--- config.mk ---
export PLATFORM = sky130hd
export DESIGN_NAME = rec_play_ctrl
export DESIGN_NICKNAME = d
export VERILOG_FILES = /design/src/rtl/rec_play_pkg.sv /design/src/rtl/rec_play_len_table.sv /design/src/rtl/rec_play_ctrl.sv
export SDC_FILE = /design/constraint.sdc
export NUM_CORES = 1
export LEC_CHECK = 0
export ABC_CLOCK_PERIOD_IN_PS = 5000
export CORE_UTILIZATION = 41
export DETAILED_ROUTE_END_ITERATION = 10
export PLACE_DENSITY = 0.69
export SLEW_MARGIN = 20
export SYNTH_ARGS = -nofsm -noshare
export SYNTH_HDL_FRONTEND = slang
export SYNTH_HIERARCHICAL = 1
export SYNTH_SLANG_ARGS = --single-unit
export TNS_END_PERCENT = 30
--- constraint.sdc ---
create_clock -name i_clk -period 5 [get_ports i_clk]
set_input_delay 1 -clock i_clk [delete_from_list [all_inputs] [get_ports i_clk]]
set_output_delay 1 -clock i_clk [all_outputs]
set_load 0.02 [all_outputs]
--- src/rtl/rec_play_pkg.sv ---
// Shared types and width helpers for the multi-track record/playback controller.
// The only build option is REC_PLAY_LOOP_EN, which is consumed by rec_play_ctrl.
package rec_play_pkg;

   typedef enum logic [2:0] {
      S_INIT       = 3'd0,
      S_IDLE       = 3'd1,
      S_RECD       = 3'd2,
      S_RECD_PAUSE = 3'd3,
      S_PLAY       = 3'd4,
      S_PLAY_PAUSE = 3'd5
   } state_t;

   typedef struct packed {
      logic rec;
      logic play;
      logic paused;
   } status_t;

   // A single-track build still needs a 1-bit track select.
   function automatic int track_w(input int num_tracks);
      return (num_tracks > 1) ? $clog2(num_tracks) : 1;
   endfunction

   // log2 of the words per track partition.
   function automatic int depth_w(input int addr_w, input int num_tracks);
      return addr_w - $clog2(num_tracks);
   endfunction

   function automatic status_t status_of(input state_t s);
      case (s)
         S_RECD:       return status_t'(3'b100);
         S_RECD_PAUSE: return status_t'(3'b101);
         S_PLAY:       return status_t'(3'b010);
         S_PLAY_PAUSE: return status_t'(3'b011);
         default:      return status_t'(3'b000);
      endcase
   endfunction

endpackage

--- src/rtl/rec_play_len_table.sv ---
// Per-track stored-length register file: one write port, one combinational read port.
// Every entry is cleared by reset.
module rec_play_len_table
   import rec_play_pkg::*;
#(
   parameter int NUM_TRACKS = 4,
   parameter int TRACK_W    = 2,
   parameter int LEN_W      = 19
) (
   input  logic               clk,
   input  logic               rst,
   input  logic               we,
   input  logic [TRACK_W-1:0] waddr,
   input  logic [LEN_W-1:0]   wdata,
   input  logic [TRACK_W-1:0] raddr,
   output logic [LEN_W-1:0]   rdata
);

   logic [LEN_W-1:0] len_mem [NUM_TRACKS];

   always_ff @(posedge clk) begin
      if (rst) begin
         for (int i = 0; i < NUM_TRACKS; i++) len_mem[i] <= '0;
      end else if (we) begin
         len_mem[waddr] <= wdata;
      end
   end

   assign rdata = len_mem[raddr];

endmodule

--- src/rtl/rec_play_ctrl.sv ---
// Multi-track record/playback controller: keys and sample ticks in, SRAM address/strobe out.
// Build option: define REC_PLAY_LOOP_EN to make playback wrap at the track length instead of ending.
module rec_play_ctrl
   import rec_play_pkg::*;
#(
   parameter  int ADDR_W     = 20,
   parameter  int NUM_TRACKS = 4,
   parameter  int STEP_W     = 4,
   localparam int TRACK_W    = track_w(NUM_TRACKS),
   localparam int DEPTH_W    = depth_w(ADDR_W, NUM_TRACKS),
   localparam int LEN_W      = DEPTH_W + 1
) (
   input  logic               i_clk,
   input  logic               i_rst,
   input  logic               i_init_done,
   input  logic               i_key_start,
   input  logic               i_key_stop,
   input  logic               i_key_pause,
   input  logic               i_mode,
   input  logic [TRACK_W-1:0] i_track_sel,
   input  logic               i_sample_tick,
   input  logic [STEP_W-1:0]  i_step,
   output logic [ADDR_W-1:0]  o_sram_addr,
   output logic               o_sram_we,
   output logic               o_rec_active,
   output logic               o_play_active,
   output logic               o_paused,
   output logic [LEN_W-1:0]   o_track_len,
   output logic               o_done,
   output logic [2:0]         o_state
);

   localparam int SUM_W = LEN_W + STEP_W;
   localparam logic [LEN_W-1:0] DEPTH = LEN_W'(1) << DEPTH_W;

   state_t             state;
   status_t            status;
   logic [TRACK_W-1:0] track_q;
   logic [LEN_W-1:0]   ptr;
   logic [LEN_W-1:0]   len_q;
   logic [LEN_W-1:0]   rd_len;
   logic               rec_end;
   logic               play_end;
   logic [STEP_W-1:0]  step_eff;
   logic [SUM_W-1:0]   ptr_sum;
   logic [ADDR_W-1:0]  cur_addr;

   // A recording session closes on stop or once the partition is full.
   assign rec_end = ((state == S_RECD) && (i_key_stop || (ptr == DEPTH))) ||
                    ((state == S_RECD_PAUSE) && i_key_stop);

`ifdef REC_PLAY_LOOP_EN
   assign play_end = i_key_stop;
`else
   assign play_end = i_key_stop || (ptr >= len_q);
`endif

   assign step_eff = (i_step == '0) ? STEP_W'(1) : i_step;
   assign ptr_sum  = SUM_W'(ptr) + SUM_W'(step_eff);
   assign cur_addr = (ADDR_W'(track_q) << DEPTH_W) | ADDR_W'(ptr[DEPTH_W-1:0]);

   rec_play_len_table #(
      .NUM_TRACKS (NUM_TRACKS),
      .TRACK_W    (TRACK_W),
      .LEN_W      (LEN_W)
   ) u_len_table (
      .clk   (i_clk),
      .rst   (i_rst),
      .we    (rec_end),
      .waddr (track_q),
      .wdata (ptr),
      .raddr (i_track_sel),
      .rdata (rd_len)
   );

   always_ff @(posedge i_clk) begin
      if (i_rst) begin
         state       <= S_INIT;
         status      <= status_of(S_INIT);
         track_q     <= '0;
         ptr         <= '0;
         len_q       <= '0;
         o_sram_addr <= '0;
         o_sram_we   <= 1'b0;
         o_done      <= 1'b0;
      end else begin
         o_sram_we <= 1'b0;
         o_done    <= 1'b0;
         case (state)
            S_INIT: begin
               if (i_init_done) begin
                  state  <= S_IDLE;
                  status <= status_of(S_IDLE);
               end
            end
            S_IDLE: begin
               // Stop and pause outrank start even when they have nothing to act on.
               if (i_key_start && !i_key_stop && !i_key_pause) begin
                  track_q <= i_track_sel;
                  len_q   <= rd_len;
                  ptr     <= '0;
                  if (!i_mode) begin
                     state  <= S_RECD;
                     status <= status_of(S_RECD);
                  end else if (rd_len != '0) begin
                     state  <= S_PLAY;
                     status <= status_of(S_PLAY);
                  end
               end
            end
            S_RECD: begin
               if (rec_end) begin
                  state  <= S_IDLE;
                  status <= status_of(S_IDLE);
                  o_done <= 1'b1;
               end else if (i_key_pause) begin
                  state  <= S_RECD_PAUSE;
                  status <= status_of(S_RECD_PAUSE);
               end else if (i_sample_tick && !o_sram_we) begin
                  o_sram_we   <= 1'b1;
                  o_sram_addr <= cur_addr;
                  ptr         <= ptr + LEN_W'(1);
               end
            end
            S_RECD_PAUSE: begin
               if (rec_end) begin
                  state  <= S_IDLE;
                  status <= status_of(S_IDLE);
                  o_done <= 1'b1;
               end else if (i_key_start && !i_key_pause) begin
                  state  <= S_RECD;
                  status <= status_of(S_RECD);
               end
            end
            S_PLAY: begin
               if (play_end) begin
                  state  <= S_IDLE;
                  status <= status_of(S_IDLE);
                  o_done <= 1'b1;
               end else if (i_key_pause) begin
                  state  <= S_PLAY_PAUSE;
                  status <= status_of(S_PLAY_PAUSE);
`ifdef REC_PLAY_LOOP_EN
               end else if (ptr >= len_q) begin
                  ptr <= ptr - len_q;
               end else if (i_sample_tick) begin
                  o_sram_addr <= cur_addr;
                  ptr <= (ptr_sum >= SUM_W'(len_q)) ? LEN_W'(ptr_sum - SUM_W'(len_q))
                                                    : LEN_W'(ptr_sum);
               end
`else
               end else if (i_sample_tick) begin
                  o_sram_addr <= cur_addr;
                  // Clamping at the length keeps a large step from wrapping the counter.
                  ptr <= (ptr_sum >= SUM_W'(len_q)) ? len_q : LEN_W'(ptr_sum);
               end
`endif
            end
            S_PLAY_PAUSE: begin
               if (i_key_stop) begin
                  state  <= S_IDLE;
                  status <= status_of(S_IDLE);
                  o_done <= 1'b1;
               end else if (i_key_start && !i_key_pause) begin
                  state  <= S_PLAY;
                  status <= status_of(S_PLAY);
               end
            end
            default: begin
               state  <= S_INIT;
               status <= status_of(S_INIT);
            end
         endcase
      end
   end

   always_ff @(posedge i_clk) begin
      if (i_rst) o_track_len <= '0;
      else       o_track_len <= rd_len;
   end

   assign o_rec_active  = status.rec;
   assign o_play_active = status.play;
   assign o_paused      = status.paused;
   assign o_state       = state;

endmodule

### Yosys cells after proc, flatten, opt, wreduce, memory -nomap -nowiden

Memory sizes are Yosys's and may differ from the RTL's.
Cells that the tools add are included.

| storage, ports and cells | value |
|---|---|
| memory bits (writable) | 76 |
| register bits after elaboration | 87 |
| bits of input ports | 14 |
| output and inout port bits | 47 |
| memories kept | 1 |
| word-level logic and storage cells | 112 |

Memory list:

| name | words | bits a word | read ports | clocked after Yosys merged registers in | write ports | RTL line | text |
|---|---|---|---|---|---|---|---|
| u_len_table.len_mem | 4 | 19 | 1 | 0 | 4 | rec_play_len_table.sv:19 | `logic [LEN_W-1:0] len_mem [NUM_TRACKS];` |

| cells by class | value |
|---|---|
| eq/ne operators | 19 |
| bitwise logic cells | 2 |
| $lt $le $gt $ge | 2 |
| reduce and logical (&&, ||, !) cells | 24 |
| add/subtract/negate cells | 2 |
| mux-type cells | 51 |

Operators with widths:

| cell | number |
|---|---|
| 2-to-1 mux 19 bit | 9 |
| 2-to-1 mux 20 bit | 6 |
| 2-to-1 mux 3 bit | 20 |
| case mux 19 bit (3 select lines) | 1 |
| case mux 20 bit (2 select lines) | 1 |
| case mux 3 bit (6 select lines) | 2 |
| adder 19 x 4 -> 20 bit | 1 |
| >= comparator 20 x 19 -> 1 bit | 1 |
| OR 20 x 18 -> 20 bit | 1 |
| adder 19 x 1 -> 19 bit (second input constant) | 1 |
| == test 19 bit (second input constant) | 1 |
| >= comparator 19 bit | 1 |
| nonzero test 19 bit | 1 |
| OR reduction 19 bit | 1 |
| inequality test 2 bit (second input constant) | 7 |
| AND reduction 7 bit | 2 |
| inequality test 3 bit (second input constant) | 4 |
| 2-to-1 mux 1 bit | 9 |
| AND reduction 8 bit | 1 |
| == test 3 x 2 -> 1 bit (second input constant) | 2 |
| == test 3 bit (second input constant) | 2 |
| logical AND 1 bit | 6 |
| logical NOT 4 bit | 1 |
| 2-to-1 mux 4 bit | 1 |
| other kinds (14) | 18 |

### Logic depth before layout (Yosys ltp)

Gate-level depths: netlist (run 1).

| logic depth | value |
|---|---|
| depth after elaboration | 9 |
| mapped depth | 18 |

### By module

The synthesis (run 1) kept the hierarchy.

Modules (own cells, without submodules):

| module | sequential area each (sq um) | cells each | area an instance (sq um) | instances |
|---|---|---|---|---|
| rec_play_ctrl | 1741.7 | 611 | 5372.7 | 1 |
| rec_play_len_table | 2282.2 | 189 | 3343.2 | 1 |

### Worst setup path after synthesis (run 1)

OpenSTA, ideal clock, no wires.

| timing | value |
|---|---|
| kind | input to register |
| start | input i_step[1] |
| end | register ptr[1] |
| library setup time | 88 ps |
| data required time | 4912 ps |
| data arrival time | 4519 ps |
| cell stages on the path | 16 |
| path slack | 393 ps |
| cells stage by stage | nor3_1 > or2_2 > ha_1 > fa_1 > a21o_1 > a21oi_1 > or3_1 > nor3_1 > xor2_1 > ha_1 > and3_1 > a221o_1 > a31o_2 > nor2_4 > mux2_4 > a311oi_2 |

| on the way | value |
|---|---|
| word-level cells in the longest chain between the ends | 9 |

Ends and longest elaborated chain:

| item | RTL line | text |
|---|---|---|
| start: declaration | rec_play_ctrl.sv:22 | `input logic [STEP_W-1:0] i_step,` |
| logical NOT 4 bit | rec_play_ctrl.sv:58 | `assign step_eff = (i_step == '0) ? STEP_W'(1) : i_step;` |
| 2-to-1 mux 4 bit (*) | rec_play_ctrl.sv:58 |  |
| adder 19 x 4 -> 20 bit (*) | rec_play_ctrl.sv:59 | `assign ptr_sum = SUM_W'(ptr) + SUM_W'(step_eff);` |
| >= comparator 20 x 19 -> 1 bit | rec_play_ctrl.sv:155 | `ptr <= (ptr_sum >= SUM_W'(len_q)) ? len_q : LEN_W'(ptr_sum);` |
| 2-to-1 mux 19 bit (*) | rec_play_ctrl.sv:155 |  |
| 2-to-1 mux 19 bit (*) | rec_play_ctrl.sv:152 | `end else if (i_sample_tick) begin` |
| 2-to-1 mux 19 bit (*) | rec_play_ctrl.sv:140 | `end else if (i_key_pause) begin` |
| 2-to-1 mux 19 bit (*) | rec_play_ctrl.sv:136 | `if (play_end) begin` |
| case mux 19 bit (3 select lines) (*) | rec_play_ctrl.sv:89 | `case (state)` |
| end signal: assignment | rec_play_ctrl.sv:122 | `ptr <= ptr + LEN_W'(1);` |
| end signal: assignment | rec_play_ctrl.sv:155 |  |
| end: declaration | rec_play_ctrl.sv:39 | `logic [LEN_W-1:0] ptr;` |

Every way passes the cells marked *; elsewhere a longest branch is shown, timed or not. The select of a mux whose other input is x is not followed.
A chain may end at the register's enable or synchronous reset.

### Final worst setup path (run 1)

| timing | value |
|---|---|
| start | input i_step[3] |
| end | register ptr[9] |

Same word-level chain as after synthesis.

==> impl_results.md, run 1 <==
- Area Growth Syn to Fin: 17.7%
- Post-route DRC: 0
- RSZ-0062 raised after global routing: no
- Clock share of power: 37.0%
- Pwr/cell area: 344 nW/um^2
- Combinational power share: 20.2%
- Routed WL per cell: 19.8 microns
- Final Max Tran Viols: 0
- CTS root buf: clkbuf_16
- Clock-pin slew on the worst setup and hold paths: 60 ps
- Cell family with most CP delay: compound AO/OA/AOI/OAI gates
- Post-synth cell types: 75
- Asr flop ratio synth: 0%
- Synthesized area per cell: approximately 11 sq um
- Final instance area: 10300 sq um
- Crit path DAT: 5030 ps
- Worst Setup Start Kind: input pin
- Fin util: 49.9%
- Status: finished, final reports clean
- Largest net degree at the start of global routing: 59
- CTS Buffer Depth: 2
- Part of the cycle the worst path needs: 95.1%
- Max Cap Viol: 0
- Row count: 52
- Die width: 148 microns
- Worst-Margin Slew: 807 ps
- Post-Place Cell Area: approximately 9700 sq um
- Die H: around 150 microns
- Pre-CTS WS: -173 ps
- Routed vias: 6489
- Core Box Area: 20600 sq um
- Final WL: 22800 microns
- Post-Syn Area: 8720 sq um
- CP Buf/Inv Count: 3
- RePlAce Congestion: 0.925
- Total chip power: 3.53 mW
- RR Endpoint: ptr[9]
- Share of the synthesized area in the top cell type: a little over a quarter
- Switching Fraction: 29.0%
- P_int: 2.51 mW
- Post-synth EDFFs: 76
- YS warnings: 6
- Endpoint class of the critical path: register
- Net count, final: 926
- H-tree depth: 4
- Clk sinks: 163
- Post-synth top cells: dfxtp_1 (87), and2_1 (77), edfxtp_1 (76)
- Clk_lat worst skew: about 440 ps
- Crit-path slowest cell: clkdlybuf4s50_1
- Post-layout minimum cycle time: 4750 ps
- P_sw: approximately 1.0 mW
- Worst vdd ir: 0.000222 V
- Top post-synthesis cells by area: edfxtp_1 (26%), dfxtp_1 (20%), mux2i_1 (6.7%)
- R2R cell count: 13
- Worst r2r src: ptr[10]
- Final WS setup: between 200 and 250 ps
- Synth area leader: edfxtp_1
- Initial antenna violation count: 0
- Antenna Nets Post-Route: 0
- Initial Util: 42.4%
- Diode count: 0
- Number of global-route vias before repair: 6264
- # setup viols final: 0
- Worst path max stage delay: about 480 ps
- Share of layout cells above drive strength 1: 12.7%
- Syn_nets: 859
- Reg2Reg Setup Slack: 1090 ps
- Global route total overflow: 0
- Count of final hold-check violations: 0
- Num CTS Buffers: 17
- Reg power frac: 42.8%
- Most frequent CP cell: ha_1
- Worst rel slew slack: between 40 and 50%
- Critical path data required time: 5280 ps
- Stages on worst setup path: 19
- Crit Path Class: input pin to register
- Input/output buffers: 60
- GR Util All Layers: 21.6%
- DP HPWL: 15600 microns
- Finished Layout Cells: 1150
- Seq/Total Area, Yosys: 46.2%
- Skew final: 12.2 ps
- Primary FF master, synth: dfxtp_1
- Drt pass-1 iters: 7
- CTS tree: built
- Highest Clock Rate: 210 MHz
- Dpl cells: 1118
- Pleak: 4.13 nW
- Starting DRT DRC Count: just over 500
- Setup_tns: 0 ps
- Crit path from: i_step[3]
- #FFs+latches synth: between 150 and 200
- Hold Path Class: register to register
- First-pass GRT wire length: between 30000 and 40000 microns
- Largest fanout on the critical path: 15
- Mapped Cells: 800
- Via/cell ratio: ~5.6
- I/O pin count: 61
- Post-CTS Setup Inserts: 0
- Hold WS: approximately 460 ps
- Die ar.: 21800 sq um
- CP cell instances: clkdlybuf4s50_1 > nor3_1 > or2_2 > ha_1 > fa_1 > a21o_1 > a21oi_1 > buf_4 > nor2_1 > nand2_1 > xnor2_1 > ha_1 > and3_1 > a221o_1 > a31o_2 > nor2_4 > buf_12 > mux2i_1 > o32ai_1
- # hold bufs at CTS: 0
- Worst setup path end: ptr[9]
- Most frequent cell after synthesis: dfxtp_1
## power groups by stage
stage	clock network (mW)	registers (mW)	logic (mW)
after floorplan	0	1.56	0.434
after global placement	0	1.54	0.690
after detailed placement	0	1.54	0.696
after CTS	1.32	1.51	0.703
after global routing	1.37	1.52	0.761
final	1.31	1.51	0.713
## what timing repair did
action | 4_1_cts | 5_1_grt
endpoints found under the hold margin | 0 | 0
gates resized for setup | 0 | 1
endpoints found under the setup margin | 0 | 6
## layer usage
layer | wire [microns] | share of wire (%) | GRT usage [%] | up-vias
met5 | 0 | 0 | 0 | -
met3 | 1630 | 7.1 | 4.38 | 40
met1 | 10000 | 44 | 29.4 | 3134
li1 | - | - | - | 3055
met2 | 10700 | 47 | 34.2 | 260
met4 | 490 | 2.2 | 7.94 | 0
## tightest hold or removal path, stage by stage (launching register included)
cell and delay, ps:
dfxtp_1 310, inv_1 40, a21boi_0 60
## worst min path at each step
stage             startpoint       endpoint  cells past startpoint  slack [ps]
2_1_floorplan      len_q[17]      len_q[17]                      2         460
3_3_place_gp   o_play_active  o_play_active                      2         450
3_5_place_dp   o_play_active  o_play_active                      2         450
4_1_cts        o_play_active  o_play_active                      2         460
5_1_grt            o_sram_we      o_sram_we                      1         490
6_report       o_play_active  o_play_active                      2         460
## area by class of cell
class | count | area [sq um]
Fill cell | 1900 | 10300
Clock inverter | 14 | 150
Multi-Input combinational cell | 560 | 4320
Sequential cell | 163 | 4020
Timing Repair Buffer | 94 | 878
Tap cell | 270 | 338
Clock buffer | 18 | 429
Inverter | 31 | 116
## sequential cells by signal, indices dropped and copies added, names as in the netlist
signal,count
u_len_table/len_mem,76
o_sram_addr,20
len_q,19
o_track_len,19
ptr,19
o_state,3
track_q,2
o_done,1
o_paused,1
o_play_active,1
o_rec_active,1
o_sram_we,1
## cells by family (layout without fill, tap and decap cells)
group | Yosys count | after routing | synth area share [%]
simple gates | 297 | 297 | 19.1
flops | 163 | 163 | 46.2
compound gates | 122 | 122 | 10.2
mux | 80 | 80 | 12.0
buf+inv | 77 | 157 | 4.44
fa+ha+maj | 45 | 45 | 6.55
xor+xnor | 16 | 16 | 1.61
## cells in the final DEF (no fill, tap or decap), types with 17 or more instances in the layout
cell type        synthesis  routed
a21oi_1                 18      18
and2_1                  77      77
buf_4                    5      33
clkbuf_16                0      17
clkdlybuf4s50_1          0      59
dfxtp_1                 87      87
edfxtp_1                76      76
ha_1                    44      44
inv_1                   31      31
mux2i_1                 58      58
mux4_2                  19      19
nand2_1                 33      33
nor2_1                  72      72
nor2b_1                 25      25
o21ai_0                 21      21
Power figures use the tool's default switching activity.
==> run 2, diff against run 1 <==
--- a/config.mk
+++ b/config.mk
@@ -6,9 +6,11 @@
 export NUM_CORES = 1
 export LEC_CHECK = 0
 export ABC_CLOCK_PERIOD_IN_PS = 5000
+export CAP_MARGIN = 20
 export CORE_UTILIZATION = 41
 export DETAILED_ROUTE_END_ITERATION = 10
 export PLACE_DENSITY = 0.69
+export REMOVE_ABC_BUFFERS = 1
 export SLEW_MARGIN = 20
 export SYNTH_ARGS = -nofsm -noshare
 export SYNTH_HDL_FRONTEND = slang
==> impl_results.md, run 2 (synthesis gave the netlist of run 1 again) <==
- Worst hold path cell count: 1 (-1)
- Final WL: 22100 microns (-3.0%)
- P_int: 2.62 mW (+4.4%)
- DP HPWL: 15300 microns (-1.9%)
- Clock share of power: 39.6% (+2.6 points)
- P_sw: 1.05 mW (+2.5%)
- Die ar.: 21800 sq um (unchanged)
- CTS root buf: clkbuf_16
- Row count: 52 (unchanged)
- Final Max Tran Viols: 0 (unchanged)
- Hold Path Class: register to register
- First-pass GRT wire length: 34800 microns (-2.7%)
- Clk_lat worst skew: 440 ps (about the same)
- Most frequent cells in the layout: dfxtp_1 (87), and2_1 (77), edfxtp_1 (76)
- Combinational power share: 19.1% (-1.1 points)
- Post-route DRC: 0 (unchanged)
- Initial antenna violation count: 0 (unchanged)
- Antenna Nets Post-Route: 0 (unchanged)
- Biggest regs: u_len_table/len_mem x76, o_sram_addr x20
- Highest Clock Rate: 212 MHz (+0.61%)
- RR Endpoint: ptr[6]
- Clock-pin slew on the worst setup and hold paths: 70 ps (about the same)
- Pleak: 4.18 nW (+1.0%)
- Fill count: 1870 (-1.6%)
- Area Growth Syn to Fin: 18.6%
- Input/output buffers: 60 (unchanged)
- Die H: 148 microns (unchanged)
- Total chip power: 3.66 mW (+3.8%)
- Part of the cycle the worst path needs: 94.5% (-0.57 points)
- Clk sinks: 163 (unchanged)
- Share of layout cells above drive strength 1: 12.8% (+0.056 points)
- Worst-Margin Slew: 1030 ps (+225 ps)
- Worst rel slew slack: 30.9% (-15 points)
- Count of final hold-check violations: 0 (unchanged)
- H-tree depth: 4 (unchanged)
- Skew final: 8.25 ps (-3.98 ps)
- Pwr/cell area: 354 nW/um^2 (+3.0%)
- Hold path endpoint: o_sram_we
- Worst r2r src: ptr[1]
- Critical path data required time: 5350 ps (+70 ps)
- Largest fanout on the critical path: 12 (-3)
- Hold WS: 454 ps (-3.60 ps)
- Crit path DAT: 5080 ps (+50 ps)
- Routed WL per cell: 19.1 microns (-3.4%)
- Starting DRT DRC Count: 541 (+5.7%)
- Worst Setup Start Kind: input pin
- Post-layout minimum cycle time: 4720 ps (-28.6 ps)
- Max reg flops: 76 (unchanged)
- Core Box Area: 20600 sq um (unchanged)
- Worst Hold Launch: o_sram_we
- # hold bufs at CTS: 0 (unchanged)
- RePlAce Congestion: 0.903 (-2.4%)
- Largest net degree at the start of global routing: 68 (+15%)
- Drt pass-1 iters: 5 (-2)
- Switching Fraction: 28.6% (-0.39 points)
- Num CTS Buffers: 17 (unchanged)
- Number of global-route vias before repair: 6215 (-0.78%)
- Routed vias: 6391 (-1.5%)
- # setup viols final: 0 (unchanged)
- Endpoint class of the critical path: register
- Die width: 148 microns (unchanged)
- Max Cap Viol: 0 (unchanged)
- Commonest non-fill, non-tap cell in the layout: dfxtp_1
- Crit Path Class: input pin to register
- I/O pin count: 61 (unchanged)
- Global route total overflow: 0 (unchanged)
- Diode count: 0 (unchanged)
- GR Util All Layers: 21.0% (-0.60 points)
- Worst vdd ir: 0.000228 V (+3.0%)
- Crit path from: i_step[3]
- Initial Util: 42.4% (unchanged)
- Status: finished, final reports clean
- CTS tree: built
- Reg2Reg Setup Slack: 1110 ps (+20 ps)
- Reg power frac: 41.3% (-1.5 points)
- Net count, final: 930 (+0.43%)
- Via/cell ratio: 5.54 (-1.9%)
- R2R cell count: 15 (+2)
- CTS Buffer Depth: 2 (unchanged)
- Largest Register: u_len_table/len_mem
[run 2: changes by cell type in the layout (fill, tap and decap cells not counted), moves of 2 or more]
cell	before	now
inv_8	1	4
o21bai_2	2	0
bufinv_16	2	4
o21bai_1	1	3
inv_6	4	1
buf_4	33	37
clkinv_2	3	1
[run 2: worst max-delay path by stage]
stage,endpoint,slack (ps),cells past startpoint
after CTS,ptr[17],310,20
final,ptr[17],280,20
after floorplan,ptr[1],210,16
after detailed placement,ptr[17],-140,20
after global placement,ptr[6],-80,19
after global routing,ptr[0],-40,19
[run 2: power by group through the flow]
| stage | clock [mW] | combinational (mW) | sequential (mW) |
|---|---|---|---|
| floorplan | 0 | 0.377 | 1.57 |
| global placement | 0 | 0.685 | 1.54 |
| detailed placement | 0 | 0.693 | 1.54 |
| CTS | 1.47 | 0.695 | 1.51 |
| global route | 1.53 | 0.757 | 1.52 |
| finish | 1.45 | 0.700 | 1.51 |
[run 2: final cells by class]
cell class / instances / area, sq um / area share (%)
Clock buffer: 17 / 425 / 4.11
Clock inverter: 15 / 224 / 2.17
Inverter: 31 / 116 / 1.13
Multi-Input combinational cell: 560 / 4310 / 41.6
Sequential cell: 163 / 4020 / 38.9
Tap cell: 270 / 338 / 3.27
Timing Repair Buffer: 98 / 908 / 8.78
[run 2: stage by stage]
step / cells / instance area, sq um / setup TNS (ps) / setup slack [ps] / util (%)
global placement: 1121 / 9680 / -781 / -78.9 / 47.1
floorplan: 754 / 8450 / 0 / 209 / -
detailed placement: 1121 / 9680 / -1700 / -139 / 47.1
CTS: 1153 / 10300 / 0 / 307 / 50.3
finish: 1154 / 10300 / 0 / 275 / 50.3
global route: 1154 / 10300 / -39.0 / -39.0 / 50.3
[run 2: routing by layer]
metal,track usage (%),vias to the layer above,routed length (microns)
met4,8.97,0,564
met1,27.0,3073,9730
met3,3.89,41,1250
li1,-,3068,-
met2,34.8,209,10500
met5,0,-,0
[run 2: critical path, stage by stage]
cell and delay, ps:
clkdlybuf4s50_1 480, nor3_1 50, or2_2 270, ha_1 210
fa_1 390, a21o_1 170, a21oi_1 150, buf_4 150
or3_1 180, nor3_1 90, xor2_1 160, ha_1 320
and3_1 180, nand2_1 80, a21o_1 150, a31oi_1 280
nor2_4 100, buf_12 160, or3_1 320, a311oi_2 190
[run 2: repair_timing]
| action | CTS | global route |
|---|---|---|
| setup buffers | 0 | 1 |
| gates resized for setup | 0 | 0 |
| endpoints found under the setup margin | 0 | 1 |
==> run 3, diff against run 2 <==
--- a/config.mk
+++ b/config.mk
@@ -5,7 +5,7 @@
 export SDC_FILE = /design/constraint.sdc
 export NUM_CORES = 1
 export LEC_CHECK = 0
-export ABC_CLOCK_PERIOD_IN_PS = 5000
+export ABC_CLOCK_PERIOD_IN_PS = 4500
 export CAP_MARGIN = 20
 export CORE_UTILIZATION = 41
 export DETAILED_ROUTE_END_ITERATION = 10
==> constraint.sdc (replaced) <==
create_clock -name i_clk -period 4.5 [get_ports i_clk]
set_input_delay 0.9 -clock i_clk [delete_from_list [all_inputs] [get_ports i_clk]]
set_output_delay 0.9 -clock i_clk [all_outputs]
set_load 0.02 [all_outputs]
==> impl_results.md, run 3 (synthesis gave the netlist of run 1 again) <==
- Die H: 148 microns (unchanged)
- Clk_lat worst skew: 430 ps (about the same)
- H-tree depth: 4 (unchanged)
- Routed vias: 6575 (+2.9%)
- # hold bufs at CTS: 0 (unchanged)
- Final WL: 22900 microns (+3.5%)
- Post-layout minimum cycle time: roughly 4400 ps
- Initial Util: 42.4% (unchanged)
- Final instance area: 10600 sq um (+2.3%)
- Core Box Area: 20600 sq um (unchanged)
- Antenna Nets Post-Route: 0 (unchanged)
- Row count: 52 (unchanged)
- Starting DRT DRC Count: 631 (+17%)
- CTS Buffer Depth: 2 (unchanged)
- Critical path data required time: 4790 ps (-560 ps)
- Worst vdd ir: 0.000264 V (+16%)
- Largest net degree at the start of global routing: 58 (-15%)
- Die ar.: 21800 sq um (unchanged)
- Number of global-route vias before repair: 6466 (+4.0%)
- GR Util All Layers: 22.0% (+0.98 points)
- I/O pin count: 61 (unchanged)
- Area Growth Syn to Fin: 21.4%
- Hold Path Class: register to register
- Routed WL per cell: 19.3 microns (+1.1%)
- Fill count: 1873 (+0.16%)
- Largest Register: u_len_table/len_mem
- Post-Place Cell Area: 9850 sq um (+1.7%)
- Commonest non-fill, non-tap cell in the layout: dfxtp_1
- Most frequent cells in the layout: dfxtp_1 (87), and2_1 (77), edfxtp_1 (76)
- Share of layout cells above drive strength 1: 16.3% (+3.6 points)
- Global route total overflow: 0 (unchanged)
- Pwr/cell area: 376 nW/um^2 (+6.2%)
- Via/cell ratio: 5.56 (+0.44%)
- # setup viols final: 0 (unchanged)
- RSZ-0062 raised after global routing: yes
- Pleak: 4.32 nW (+3.4%)
- Input/output buffers: 60 (unchanged)
- Area of the multi-input gates: 4380 sq um (+1.8%)
- Largest fanout on the critical path: 6 (-6)
- Crit Path Class: input pin to register
- Initial antenna violation count: 0 (unchanged)
- DP HPWL: 15700 microns (+2.6%)
- Worst Setup Start Kind: input pin
- Worst rel slew slack: 40.0% (+9.1 points)
- Sequential cell area: 4020 sq um (unchanged)
- Count of final hold-check violations: 0 (unchanged)
- Status: finished, final reports clean
- Biggest regs: u_len_table/len_mem x76, o_sram_addr x20
- Num CTS Buffers: 17 (unchanged)
- Highest Clock Rate: between 200 and 250 MHz
- Die width: 148 microns (unchanged)
- Max Cap Viol: 0 (unchanged)
- Dpl cells: 1143 (+2.0%)
- Skew final: 8.40 ps (+0.154 ps)
- First-pass GRT wire length: 36400 microns (+4.8%)
- Final Max Tran Viols: 0 (unchanged)
- RePlAce Congestion: 0.894 (-0.96%)
- Diode count: 0 (unchanged)
- Clk sinks: 163 (unchanged)
- Net count, final: 958 (+3.0%)
- Endpoint class of the critical path: register
- Clock-pin slew on the worst setup and hold paths: 60 ps (about the same)
- CTS root buf: clkbuf_16
- CTS tree: built
- Finished Layout Cells: 1182 (+2.4%)
- Crit path DAT: 4660 ps (-420 ps)
- Worst-Margin Slew: 900 ps (-132 ps)
- Part of the cycle the worst path needs: 96.9%
- Max reg flops: 76 (unchanged)
- Post-route DRC: 0 (unchanged)
- Drt pass-1 iters: 5 (unchanged)
run 3: power by group:
part,internal (mW),total (mW),switching (mW)
logic,0.435,0.902,0.468
registers,1.62,1.68,0.0585
clock network,0.771,1.40,0.628
total,2.83,3.98,1.15
run 3: through the flow:
step           worst slack (ps)  power (mW)  util [%]  hold slack (ps)  TNS (ps)
6_report                    138        3.98      51.5              449         0
5_1_grt                   -3.20        4.14      51.5              476     -3.20
4_1_cts                    99.6        3.98      51.3              452         0
3_5_place_dp               -585        2.52      47.9              443    -10510
3_3_place_gp               -513        2.51      47.9              440     -9210
2_1_floorplan              -191        2.16         -              464      -241
run 3: repair_timing:
item,in CTS,in global routing
resized for setup,15,6
endpoints found under the setup margin,19,19
pin swaps,10,6
gates cloned,1,0
setup buffers,6,0
run 3: critical path: stages:
cell and delay (ps):
clkdlybuf4s50_1 400, or2_4 260, ha_4 160, fa_2 330, a21o_1 160, a21oi_1 140
buf_4 150, or3_4 150, nor3_2 50, xor2_1 160, ha_1 320, and3_4 160
a221o_1 340, a31o_4 240, nor2_4 140, bufbuf_16 300, mux2i_1 200, o22ai_1 90
run 3: path summary, 6_finish.rpt:
path | start | end | slack, ps | depth (start not counted)
min reg2reg | o_sram_we | o_sram_we | 450 | 1
min | o_sram_we | o_sram_we | 450 | 1
max | i_step[0] | ptr[13] | 140 | 18
max reg2reg | ptr[7] | ptr[13] | 680 | 13
run 3: layout make-up:
class / instances / share of cell area [%]
Clock buffer: 19 / 4.09
Tap cell: 270 / 3.19
Multi-Input combinational cell: 560 / 41.4
Sequential cell: 163 / 38.0
Timing Repair Buffer: 126 / 10.9
Inverter: 31 / 1.10
Clock inverter: 13 / 1.21
run 3: per-layer routing:
| metal | routed length, microns | GRT usage, % | vias to the layer above |
|---|---|---|---|
| met5 | 0 | 0 | - |
| met4 | 777 | 10.6 | 0 |
| met3 | 1140 | 3.77 | 48 |
| met2 | 11000 | 35.9 | 201 |
| met1 | 9910 | 28.4 | 3207 |
| li1 | - | - | 3119 |
